### config.mk
export PLATFORM = sky130hd
export DESIGN_NAME = hil_drive_sched
export DESIGN_NICKNAME = d
export VERILOG_FILES = /design/src/rtl/hil_drive_sched.sv
export SDC_FILE = /design/constraint.sdc
export NUM_CORES = 1
export LEC_CHECK = 0
export CAP_MARGIN = 20
export CORE_UTILIZATION = 50
export DETAILED_ROUTE_END_ITERATION = 10
export PLACE_DENSITY = 0.72
export SKIP_LAST_GASP = 1
export SYNTH_ARGS = -nofsm -noshare
export SYNTH_HDL_FRONTEND = slang
export SYNTH_SLANG_ARGS = --single-unit
### constraint.sdc
create_clock -name clk -period 7.93 [get_ports clk]
set_clock_uncertainty 0.1 [all_clocks]
set_input_delay 1.586 -clock clk [delete_from_list [all_inputs] [get_ports clk]]
set_output_delay 1.586 -clock clk [all_outputs]
set_load 0.005 [all_outputs]
### src/rtl/hil_drive_sched.sv
// Time-stamped drive scheduler for hardware-in-the-loop pins: commands queue in a FIFO
// and are applied to per-signal out/oe/x registers once the running time counter reaches them.
module hil_drive_sched #(
    parameter int NUM_SIG = 6,
    parameter int TS_W    = 32,
    parameter int DEPTH   = 8
) (
    input  logic                     clk,
    input  logic                     rst,
    input  logic                     step_en,
    input  logic                     cmd_valid,
    output logic                     cmd_ready,
    input  logic [7:0]               cmd_id,
    input  logic [1:0]               cmd_val,
    input  logic [TS_W-1:0]          cmd_time,
    output logic [NUM_SIG-1:0]       sig_out,
    output logic [NUM_SIG-1:0]       sig_oe,
    output logic [NUM_SIG-1:0]       sig_x,
    output logic [TS_W-1:0]          now,
    output logic [$clog2(DEPTH):0]   level,
    output logic                     apply_pulse,
    output logic                     err_id,
    output logic                     err_late
);
    localparam int AW = $clog2(DEPTH);
    localparam int EW = 8 + 2 + TS_W;
    localparam logic [AW:0]      FULL_LVL = (AW + 1)'(DEPTH);
    localparam logic [7:0]       MAX_ID   = 8'(NUM_SIG);
    localparam logic [TS_W-1:0]  HALF     = {1'b1, {(TS_W - 1){1'b0}}};

    logic [EW-1:0]     r_mem [DEPTH];
    logic [AW-1:0]     r_wr_ptr;
    logic [AW-1:0]     r_rd_ptr;
    logic [AW:0]       r_level;
    logic [TS_W-1:0]   r_now;
    logic              r_apply;
    logic              r_err_id;
    logic              r_err_late;

    logic              w_full;
    logic              w_empty;
    logic              w_push;
    logic              w_pop;
    logic              w_due;
    logic              w_id_ok;
    logic [7:0]        w_head_id;
    logic [1:0]        w_head_val;
    logic [TS_W-1:0]   w_head_time;
    logic [TS_W-1:0]   w_diff;

    assign w_full    = (r_level == FULL_LVL);
    assign w_empty   = (r_level == '0);
    assign cmd_ready = !w_full && !rst;
    assign w_push    = cmd_valid && cmd_ready;

    assign {w_head_id, w_head_val, w_head_time} = r_mem[r_rd_ptr];

    // Modular age of the head: anything less than half the time range behind "now" is due.
    assign w_diff  = r_now - w_head_time;
    assign w_due   = (w_diff < HALF);
    assign w_pop   = !w_empty && w_due && !rst;
    assign w_id_ok = (w_head_id != 8'd0) && (w_head_id <= MAX_ID);

    always_ff @(posedge clk) begin
        if (w_push) begin
            r_mem[r_wr_ptr] <= {cmd_id, cmd_val, cmd_time};
        end
    end

    always_ff @(posedge clk) begin
        if (rst) begin
            r_wr_ptr <= '0;
            r_rd_ptr <= '0;
            r_level  <= '0;
        end else begin
            if (w_push) begin
                r_wr_ptr <= r_wr_ptr + 1'b1;
            end
            if (w_pop) begin
                r_rd_ptr <= r_rd_ptr + 1'b1;
            end
            case ({w_push, w_pop})
                2'b10:   r_level <= r_level + 1'b1;
                2'b01:   r_level <= r_level - 1'b1;
                default: r_level <= r_level;
            endcase
        end
    end

    always_ff @(posedge clk) begin
        if (rst) begin
            r_now      <= '0;
            r_apply    <= 1'b0;
            r_err_id   <= 1'b0;
            r_err_late <= 1'b0;
        end else begin
            if (step_en) begin
                r_now <= r_now + 1'b1;
            end
            r_apply    <= w_pop && w_id_ok;
            r_err_id   <= w_pop && !w_id_ok;
            r_err_late <= w_pop && w_id_ok && (w_head_time != r_now);
        end
    end

    // One small register set per driven signal; id gi+1 owns bit gi.
    for (genvar gi = 0; gi < NUM_SIG; gi++) begin : g_sig
        localparam logic [7:0] SIG_ID = 8'(gi + 1);
        logic r_out;
        logic r_oe;
        logic r_x;

        always_ff @(posedge clk) begin
            if (rst) begin
                r_out <= 1'b0;
                r_oe  <= 1'b1;
                r_x   <= 1'b0;
            end else if (w_pop && (w_head_id == SIG_ID)) begin
                r_out <= (w_head_val == 2'd1);
                r_oe  <= (w_head_val != 2'd3);
                r_x   <= (w_head_val == 2'd2);
            end
        end

        assign sig_out[gi] = r_out;
        assign sig_oe[gi]  = r_oe;
        assign sig_x[gi]   = r_x;
    end

    assign now         = r_now;
    assign level       = r_level;
    assign apply_pulse = r_apply;
    assign err_id      = r_err_id;
    assign err_late    = r_err_late;

endmodule
## Yosys cells after proc, flatten, opt, wreduce, memory -nomap -nowiden

Memories as Yosys holds them, arrays and structs flattened. A register that Yosys moved wholly into a read port is not among the register bits.
Index checks and enable logic that the tools add are counted.

- Flip-flop bits (word level): 63
- Memory bits (writable): 336
- Output and inout port bits: 58
- Memories: 1

- Add/subtract/negate cells: 6
- Order comparisons: 2
- Eq/ne operators: 13
- Multiplexer cells: 5
- Reductions and logical operators: 21

Memory list:

| memory | words | width | read ports | clocked after memory_dff | write ports | RTL line | source |
|---|---|---|---|---|---|---|---|
| r_mem | 8 | 42 | 1 | 1 | 1 | 31 | `logic [EW-1:0] r_mem [DEPTH];` |

Operators by type and width:

| operator | number |
|---|---|
| $add A32 B1 Y32 const B | 1 |
| $lt A32 B32 Y1 const B | 1 |
| $ne A32 B32 Y1 | 1 |
| $sub A32 B32 Y32 | 1 |
| $eq A8 B3 Y1 const B | 3 |
| $eq A8 B2 Y1 const B | 2 |
| $logic_and A1 B1 Y1 | 14 |
| $eq A8 B1 Y1 const B | 1 |
| $le A8 B3 Y1 const B | 1 |
| $pmux W4 S2 | 1 |
| $reduce_bool A8 Y1 | 1 |
| $add A3 B1 Y3 const B | 2 |
| $mux W3 | 2 |
| $add A4 B1 Y4 const B | 1 |
| $eq A2 B1 Y1 const B | 2 |
| $eq A2 B2 Y1 const B | 2 |
| $eq A4 B4 Y1 const B | 1 |
| $logic_not A1 Y1 | 4 |
| $logic_not A4 Y1 | 1 |
| $sub A4 B1 Y4 const B | 1 |
| $mux W1 | 2 |
| $ne A2 B2 Y1 const B | 1 |
| $reduce_bool A2 Y1 | 1 |

## Logic depth before layout (Yosys ltp)

- Word-level depth: 6
- Depth in mapped cells: 23
- Mapped depth without buffers: 19

## Least setup slack after synthesis

No wires, ideal clock.

- Path kind: input to register
- Start point: input rst
- End point: memory r_mem[0][0] in the netlist's numbering (enable)
- Setup time: 0.494 ns
- Arrival time: 5.044 ns
- Path slack: 2.292 ns
- Stages on the path: 4
- Path buffers: 0
- Path through: a21oi_1 and2_0 nand2b_1 nor3_1

- Longest elaborated chain between the ends: 5

RTL lines:

| item | RTL line | source |
|---|---|---|
| start, declared | 9 | `input logic rst,` |
| $logic_not A1 Y1 | 53 | `assign cmd_ready = !w_full && !rst;` |
| $logic_and A1 B1 Y1 | 53 |  |
| $logic_and A1 B1 Y1 | 54 | `assign w_push = cmd_valid && cmd_ready;` |
| $mux W1 | 65 | `if (w_push) begin` |
| $mux W1 (not written as such) | 66 | `r_mem[r_wr_ptr] <= {cmd_id, cmd_val, cmd_time};` |
| end, declared | 31 |  |

Every way passes these cells.

==> results.json <==
{
  "status": "finished, final reports clean",
  "ff_latch_area_sq_mm": 0.0114,
  "cts.sinks": 402,
  "vias": 8456,
  "cts_buffers": 41,
  "post_cts_buffers": 0,
  "setup_slack_ns": 2.22,
  "die-area_sq_mm": 0.0333,
  "synth_top_area_share_pct": 61.9,
  "max-vdd-ir-drop_v": 0.000234,
  "hold_viol": 0,
  "post-route-util_pct": 60.1,
  "syn_area_sq_mm": 0.0163,
  "insertion_delay_ns": 0.53,
  "drive_gt1_share_pct": 16.8,
  "cp_data_arrival_time_ns": 6.05,
  "dp_hpwl_microns": 19500,
  "crit_path_max_fanout": 48,
  "grt_usage_pct": 19.8,
  "first_pass_iters": 4,
  "cts-root-buf": "clkbuf_16",
  "finalSetupViolations": 0,
  "die_w_microns": 183,
  "drv_cap": 0,
  "viasPerCell": 5.59,
  "finalMaxSlewViolations": 0,
  "synth_ff_type": "edfxtp_1",
  "yosys_warnings": 0,
  "synth_enable_flop_cells": 336,
  "regToRegEndpoint": "level[2]$_SDFFE_PP0P_",
  "ys_seq_elements": 402,
  "slew_headroom_pct": 34.7,
  "worstRegToRegCells": 18,
  "final_common_cell": "edfxtp_1",
  "nFillCells": 2312,
  "antenna_found_initial": 1,
  "grt-busiest-layer": "met2",
  "drt-total-wl_microns": 32200,
  "synth-async-reset-ratio_pct": 0,
  "routabilityCongestion": 0.764,
  "final_net_count": 1129,
  "yosysTopAreaCell": "edfxtp_1",
  "worst-setup-path-type": "reg2reg",
  "multi_input_area_sq_mm": 0.00463,
  "cts_resized": 0,
  "period_share_pct": 72.0,
  "final_cell_mix": "336 x edfxtp_1, 102 x clkdlybuf4s50_1, 72 x mux4_2",
  "cp-end-kind": "flip-flop",
  "drt-wirelength-per-cell_microns": 21.2,
  "use_met1_pct": 27.6,
  "postCtsHoldBufs": 0,
  "syn_avg_cell_area_sq_um": 17.5,
  "ant_nets": 0,
  "ios": 104,
  "synth_cells": 931,
  "cts_tree": "yes",
  "yosysSeqAreaShare_pct": 70.0,
  "die_h_microns": 183,
  "hp-class": "reg2reg",
  "clkTransAtPathRegs_ns": 0.06,
  "cts_buffer_depth": 3,
  "htree_levels": 2,
  "first_iter_violations": 678,
  "power_density_mw_per_mm2": 243,
  "hold_depth": 2,
  "report.power.total_mw": 4.63,
  "synth_cell_type_count": 47,
  "start_util_pct": 51.2,
  "use_met3_pct": 3.29,
  "global_route.usage.met2_pct": 32.5,
  "grt_setup_unrepaired": "no",
  "tightest_slew_ns": 0.979,
  "core_sq_mm": 0.0318,
  "p_leak_nw": 6.48,
  "grt_pass1_vias": 8466,
  "synth_nets": 1014,
  "portBuffers": 103,
  "drc_errors": 0,
  "area_growth_pct": 17.2,
  "grt_overflow_total": 0,
  "max_freq_ghz": 0.175,
  "r2r_setup_slack_ns": 2.22,
  "hold_start": "g_sig[2].r_x$_SDFFE_PP0P_",
  "grt_max_degree": 53,
  "finalSetupTns_ns": 0,
  "pre_cts_ws_ns": 2.25,
  "crit_required_ns": 8.27,
  "layout_min_cycle_time_ns": 5.71,
  "min_to": "g_sig[2].r_x$_SDFFE_PP0P_",
  "grt_pass1_wl_microns": 49200,
  "worstSetupStartpointType": "flip-flop",
  "num_rows": 65,
  "synth.area.top_cells": "edfxtp_1 62%, mux4_2 10%, dfxtp_1 8.1%, mux2i_1 3.6%, ha_1 2.8%"
}
==> layer usage <==
layer	wire length [microns]	up-vias	part of all wire (%)
li1	-	3883	-
met1	14300	4296	44
met2	15600	228	49
met3	1740	49	5.4
met4	553	0	1.7
met5	0	-	0
==> Yosys cell counts, types with 2 or more instances <==
| cell | count |
|---|---|
| edfxtp_1 | 336 |
| mux4_2 | 72 |
| dfxtp_1 | 66 |
| nor2_1 | 63 |
| mux2i_1 | 59 |
| nand2_1 | 51 |
| ha_1 | 37 |
| a21oi_1 | 25 |
| buf_4 | 20 |
| xor2_1 | 19 |
| nand3_1 | 15 |
| nor3_1 | 15 |
| o21ai_0 | 14 |
| clkbuf_1 | 11 |
| inv_1 | 11 |
| xnor2_1 | 11 |
| nand4_1 | 10 |
| or3_1 | 9 |
| buf_2 | 8 |
| mux2i_4 | 8 |
| buf_1 | 7 |
| nor4_1 | 7 |
| nor3_2 | 6 |
| a221oi_1 | 5 |
| and3_1 | 4 |
| and4_1 | 4 |
| mux2_2 | 4 |
| nand2b_1 | 4 |
| nor4b_1 | 4 |
| and2_1 | 3 |
| a211oi_1 | 2 |
| a21o_1 | 2 |
| buf_6 | 2 |
| mux4_1 | 2 |
| nand3b_1 | 2 |
| nor4bb_1 | 2 |
==> critical path, stage by stage, from the launching register on <==
cell and delay [ns]:
dfxtp_4 0.98, mux4_2 0.60, mux2i_1 0.29, ha_1 0.32
a21oi_1 0.15, a21oi_1 0.08, o31ai_1 0.48, a31oi_1 0.20
nor4_2 0.28, buf_4 0.32, mux2i_4 0.36, inv_1 0.11
ha_1 0.26, xor2_1 0.16, ha_1 0.19, a21oi_1 0.14
xor2_1 0.09, or3_1 0.30, a21oi_1 0.16
==> power by group <==
group / switching [mW] / internal [mW]
logic: 0.183 / 0.208
registers: 0.0549 / 2.32
clock network: 0.769 / 1.10
total: 1.01 / 3.63
==> state kept, by name, summed over array words and instances (netlist names), named ones only <==
signal,cells
r_mem,336
now,32
g_sig.r_oe,6
g_sig.r_out,6
g_sig.r_x,6
level,4
r_rd_ptr,3
r_wr_ptr,3
apply_pulse,1
err_id,1
err_late,1
==> layout make-up <==
| type | count | area share (%) |
|---|---|---|
| Sequential cell | 402 | 59.8 |
| Inverter | 11 | 0.216 |
| Tap cell | 435 | 2.85 |
| Timing Repair Buffer | 120 | 6.08 |
| Clock inverter | 23 | 1.01 |
| Clock buffer | 52 | 5.86 |
| Antenna cell | 1 | 0.0131 |
| Multi-Input combinational cell | 470 | 24.2 |
==> cells by family (layout without fill, tap and decap cells) <==
group | after synthesis | in the layout | share of synthesized area [%]
DFF | 402 | 402 | 70.0
and+or+nand+nor | 203 | 203 | 6.18
muxes | 145 | 145 | 15.3
buffers and inverters | 59 | 206 | 1.97
AOI/OAI and AO/OA | 54 | 54 | 1.93
adders and majority gates | 37 | 37 | 2.84
xor gates and xnor gates | 31 | 31 | 1.78
other | 0 | 1 | 0
==> how the worst max path moves through the flow <==
stage / from / endpoint / slack (ns) / cells after the start
after detailed placement: flip-flop / level[2]$_SDFFE_PP0P_ / 2.25 / 18
after floorplan: rst / r_mem[0][0]$_DFFE_PP_ / 2.29 / 4
after global routing: flip-flop / level[2]$_SDFFE_PP0P_ / 1.83 / 18
after CTS: flip-flop / level[2]$_SDFFE_PP0P_ / 2.22 / 18
final: flip-flop / level[2]$_SDFFE_PP0P_ / 2.22 / 18
after global placement: flip-flop / level[2]$_SDFFE_PP0P_ / 2.33 / 18
==> metrics by stage <==
step | cells | hold slack, ns | area [sq um]
after floorplan | 931 | 0.330 | 16300
after global placement | 1437 | 0.347 | 17800
after detailed placement | 1438 | 0.352 | 17800
after CTS | 1513 | 0.363 | 19100
after global routing | 1513 | 0.384 | 19100
final | 1514 | 0.359 | 19100
Note: power is estimated with default switching activity, not from simulation.
